## src/rtl/serial_adder_pkg.sv

```systemverilog
// Shared helpers for the bit-serial adder.
package serial_adder_pkg;

  localparam int unsigned DEFAULT_WIDTH = 8;

  function automatic logic maj3(input logic x, input logic y, input logic z);
    return (x & y) | (x & z) | (y & z);
  endfunction

endpackage

```

## src/rtl/serial_adder_full_adder.sv

```systemverilog
// One-bit full adder used as the arithmetic core of the serial adder.
module full_adder
  import serial_adder_pkg::*;
(
  input  logic x,
  input  logic y,
  input  logic cin,
  output logic s,
  output logic co
);

  assign s  = x ^ y ^ cin;
  assign co = maj3(x, y, cin);

endmodule

```

## src/rtl/serial_adder.sv

```systemverilog
// Bit-serial ripple adder: one operand bit per clock, LSB first, single registered carry.
module serial_adder
  import serial_adder_pkg::*;
#(
  parameter int unsigned N = DEFAULT_WIDTH
) (
  input  logic [N-1:0] a,
  input  logic [N-1:0] b,
  input  logic         rst,
  input  logic         ld,
  input  logic         clk,
  output logic [N-1:0] sum,
  output logic         cout
);

  localparam int unsigned CW = $clog2(N + 1);

  logic [CW-1:0] r_cnt;
  logic          r_c;
  logic [N-1:0]  r_opa;
  logic [N-1:0]  r_opb;

  logic          w_first;
  logic          w_last;
  logic          w_run;
  logic [N-1:0]  w_opa_sh;
  logic [N-1:0]  w_opb_sh;
  logic          w_x;
  logic          w_y;
  logic          w_cin;
  logic          w_s;
  logic          w_co;
  logic [N-1:0]  w_mask;

  assign w_first = (r_cnt == '0);
  assign w_last  = (r_cnt == CW'(N - 1));
  assign w_run   = ld && (r_cnt < CW'(N));

  // Bit 0 comes straight from the ports; later bits from the frozen operands.
  assign w_opa_sh = r_opa >> r_cnt;
  assign w_opb_sh = r_opb >> r_cnt;
  assign w_x      = w_first ? a[0] : w_opa_sh[0];
  assign w_y      = w_first ? b[0] : w_opb_sh[0];
  assign w_cin    = w_first ? 1'b0 : r_c;
  assign w_mask   = N'(1) << r_cnt;

  full_adder u_fa (
    .x   (w_x),
    .y   (w_y),
    .cin (w_cin),
    .s   (w_s),
    .co  (w_co)
  );

  always_ff @(posedge clk or posedge rst) begin
    if (rst) begin
      r_cnt <= '0;
      r_c   <= 1'b0;
      r_opa <= '0;
      r_opb <= '0;
      sum   <= '0;
      cout  <= 1'b0;
    end else if (!ld) begin
      // Re-arm: results are kept until the next add overwrites them.
      r_cnt <= '0;
      r_c   <= 1'b0;
    end else if (w_run) begin
      if (w_first) begin
        r_opa <= a;
        r_opb <= b;
      end
      sum   <= (sum & ~w_mask) | (w_s ? w_mask : '0);
      r_c   <= w_co;
      r_cnt <= r_cnt + CW'(1);
      if (w_last) begin
        cout <= w_co;
      end
    end
  end

endmodule

```

## config.mk

```make
export PLATFORM = sky130hd
export DESIGN_NAME = serial_adder
export DESIGN_NICKNAME = d
export VERILOG_FILES = /design/src/rtl/serial_adder_pkg.sv /design/src/rtl/serial_adder_full_adder.sv /design/src/rtl/serial_adder.sv
export SDC_FILE = /design/constraint.sdc
export NUM_CORES = 1
export LEC_CHECK = 0
export CORE_UTILIZATION = 55
export DETAILED_ROUTE_END_ITERATION = 7
export MAX_ROUTING_LAYER = met4
export PLACE_DENSITY_LB_ADDON = 0.3
export SETUP_SLACK_MARGIN = 0.4
export SLEW_MARGIN = 40
export SYNTH_ARGS = -nofsm -noshare
export SYNTH_HDL_FRONTEND = slang
export SYNTH_SLANG_ARGS = --single-unit
```

## constraint.sdc

```tcl
create_clock -name clk -period 6.9 [get_ports clk]
set_input_delay 1.035 -clock clk [delete_from_list [all_inputs] [get_ports clk]]
set_output_delay 1.035 -clock clk [all_outputs]
set_load 0.05 [all_outputs]
```

==> results.txt <==
- Routability congestion estimate: 0.8400
- The count of nets left with antenna violations once routing finished came out at 0.
- The initial antenna violation count is 0.
- Post-synthesis mux area share: 27.32%
- Row cnt: 18
* Synth Area in Adders: 6.090%
- Number of hold-slack violations in the final timing report: 0
* Fraction of final layout cells sized beyond drive strength 1: 27.97%
- The synthesized netlist devotes 3.926% of its cell area to compound gates.
- Cell with the biggest individual delay on the critical path: sky130_fd_sc_hd__fa_1
- The synthesized netlist devotes 0.5609% of its cell area to XOR and XNOR gates.
- In this run the static leakage power is 0.0008176 uW.
* Worst slack at placement: 3707 ps
- The floorplan step defined a core boundary enclosing 0.002590 mm^2.
* Gates resized, CTS repair: 0
- The H-tree was split into 2 levels.
- Leading post-synthesis cells by cell area: sky130_fd_sc_hd__dfrtp_1 (48%), sky130_fd_sc_hd__mux2_2 (12%), sky130_fd_sc_hd__mux2_4 (9.6%)
- Clock latency at the later pin of the worst-skew pair: 330 ps
* Inserted Diodes: 0
* Part of the Yosys area used for sequential elements: 48.08%
- Simple-Gate Fraction of Synth Area: 9.135%
- Dividing the detail-routed via count by the number of cells gives 5.699.
- Peak per-stage delay on the critical path: 540 ps
* Area delta synth->final: 20.11%
- Data on the critical path arrives at its endpoint at 3050 ps.
* Cell type contributing the most total cell area after synthesis: sky130_fd_sc_hd__dfrtp_1
* Setup violation total in the final timing report: 0
- For this configuration, the core starts out at a cell density of 60.29%.
- The design draws 612.2 uW.
- Counting along the longest clock path gives a buffer depth of 2.
- The first global-routing pass estimated 4774 um of wire.
- In the layout the commonest cells are sky130_fd_sc_hd__dfrtp_1 (30), sky130_fd_sc_hd__clkdlybuf4s50_1 (27), sky130_fd_sc_hd__mux2_2 (17), sky130_fd_sc_hd__mux2_4 (10), sky130_fd_sc_hd__nand2_1 (9).
* Die area: 0.003056 mm^2
- CP Capture Type: flip-flop
- Top-area cell type share of the netlist area: 48.08%
- Among all flip-flop cells after synthesis, the most frequent one is sky130_fd_sc_hd__dfrtp_1.
- The worst register-to-register path has a depth of 7.
* Number of distinct library cell variants in the gate-level netlist after synthesis: 31
* Worst-path fanout max: 8
- The synthesized design contains 30 register bits.
- Via total after detailed routing: 986
- The floorplan step set the die width to 55.29 um.
- Across the routed clock network, the largest skew measured is 11.11 ps.
* Synthesized instance count: 114
- Number of search-and-repair iterations in the first detailed-routing pass: 4
* Minimum clock period: 2836 ps
- The via count of the first global-routing pass is 1054.
- Total Nets Final: 168
* Initial detailed-routing violation count: 10
- Power spread over the standard cell area amounts to 326.4 mW/mm^2.
- At the worst endpoint, the required time is 7120 ps.
* Largest family of logic cells by synthesized area: multiplexers
- IR analysis of the VDD net gives a maximum drop of 0.2970 mV.
- Entering global routing, the biggest net connects 31 pins.
- The flow ran to the end, and the final reports show no timing, DRC or antenna violations.
* Boundary Pins: 28
- STA classifies the critical path startpoint as an input port.
- When the netlist entered floorplanning its net count stood at 140.
- Post-CTS Setup Bufs: 0
- Routed wire length per instance: 16.24 um
- For this design, the CTS-stage hold fixing added 0 buffers.
- The HPWL after detailed placement is 2068 um.
- The worst path meets setup with 4064 ps of slack.
- The mapped netlist covers 0.001561 mm^2.
- The library cell used most frequently in the layout, excluding fill and tap cells, is sky130_fd_sc_hd__dfrtp_1.
- Startpoint of the tightest hold check path: r_opa[0]
* Fill cell total of the finished layout: 183
* Critical path type: in2reg
* Fraction of registers with async set or reset after synthesis: 100.0%
- Summed over all layers, the global routing overflow is 0.
- Type of the most critical hold path: reg2reg
- Maximum operating frequency: 352.6 MHz
* Average cell area after synthesis: 13.70 um^2
- In this run the clock root is driven by a sky130_fd_sc_hd__clkbuf_4.
- The worst hold path terminates at r_opa[0].
- The Yosys step of the flow raised 0 warnings.
- The worst register-to-register path begins at r_cnt[0].
* Final cell utilization of the core: 72.42%
- After detailed routing, the total wire length is 2810 um.
- Clock tree from TritonCTS: yes
- Setup total negative slack on the finished layout was measured at 0 ps.
- After clock tree synthesis, the clock-pin slew on the worst setup and hold paths is 90 ps.
* Rel. slew slack: 59.22%
- Number of enable flip-flop cells after synthesis: 0
- Clock tree synthesis inserted a total of 5 buffers.
- Along the worst hold path, the cell count comes to 1.
* RSZ-0062 raised after global routing: no
- The tightest hold path in the finished design has a slack of 514.2 ps.
- CTS saw 30 sinks.
* DRC errors left: 0
* Measured slew at the worst slew-check pin: 610.9 ps
- Max-cap violations: 0
- Worst-path cell chain: clkdlybuf4s50_1 -> nor4bb_1 -> a41oi_1 -> a31oi_1 -> fa_1 -> mux2_2
- Total track usage: 21.66%
- Final period util: 41.10%
* Die Y-Extent: 55.29 um
- Reg2Reg Setup Slack: 4270 ps
- The final-report max-slew violation count came to 0.
* Port Buffer Count: 27
## power breakdown
group / internal [uW] / leakage, uW / switching (uW) / total [uW]
clock network: 49.3 / 0.0000353 / 59.6 / 109
registers: 224 / 0.000370 / 30.7 / 255
logic: 118 / 0.000412 / 130 / 249
total: 392 / 0.000818 / 221 / 612
## through the flow
step                      instance area [um^2]  std cells
final                                     1876        173
after floorplan                           1562        114
after global placement                    1815        165
after global routing                      1876        173
after CTS                                 1876        173
after detailed placement                  1815        165
## worst max path at each step
stage	startpoint	end	cells after the start
6_report	a[0]	flip-flop	6
2_1_floorplan	a[0]	flip-flop	5
3_5_place_dp	a[0]	flip-flop	6
4_1_cts	a[0]	flip-flop	6
5_1_grt	a[0]	flip-flop	6
3_3_place_gp	a[0]	flip-flop	6
## critical path: cells and delay by family
| kind | cells | cell delay [ps] |
|---|---|---|
| mux | 1 | 300 |
| compound gates | 2 | 350 |
| buf+inv | 1 | 460 |
| fa+ha+maj | 1 | 540 |
| simple gates | 1 | 360 |
## layer usage
metal	GRT usage, %	routed length, um	vias up
met5	-	0	-
met4	7.143	27	0
met3	7.260	131	2
met2	36.14	1460	31
met1	24.49	1191	495
li1	-	-	458
## cell families (layout without fill, tap and decap cells)
family,Yosys count,count (layout)
mux,33,33
flops,30,30
simple gates,23,23
buf+inv,12,41
compound gates,8,8
fa+ha+maj,7,7
xor+xnor,1,1
## synthesized netlist by cell type, types with 2 or more instances
library cell and n:
sky130_fd_sc_hd__nand2_1 9, sky130_fd_sc_hd__mux2_2 17, sky130_fd_sc_hd__nor2b_1 3, sky130_fd_sc_hd__and2_1 2, sky130_fd_sc_hd__a31oi_1 2, sky130_fd_sc_hd__mux2_4 10
sky130_fd_sc_hd__mux4_2 2, sky130_fd_sc_hd__ha_1 6, sky130_fd_sc_hd__inv_1 6, sky130_fd_sc_hd__buf_2 3, sky130_fd_sc_hd__nand3_1 2, sky130_fd_sc_hd__dfrtp_1 30
sky130_fd_sc_hd__mux2i_1 4
## cell type report
class / instances / area, um^2 / area share, %
clock inverters: 1 / 5.005 / 0.2668
inverters: 6 / 22.52 / 1.201
repair buffers: 27 / 270.3 / 14.41
flip-flops and latches: 30 / 750.7 / 40.03
multi-input cells: 72 / 734.5 / 39.16
well taps: 30 / 37.54 / 2.001
clock buffers: 7 / 55.05 / 2.935
Power figures use the tool's default switching activity.
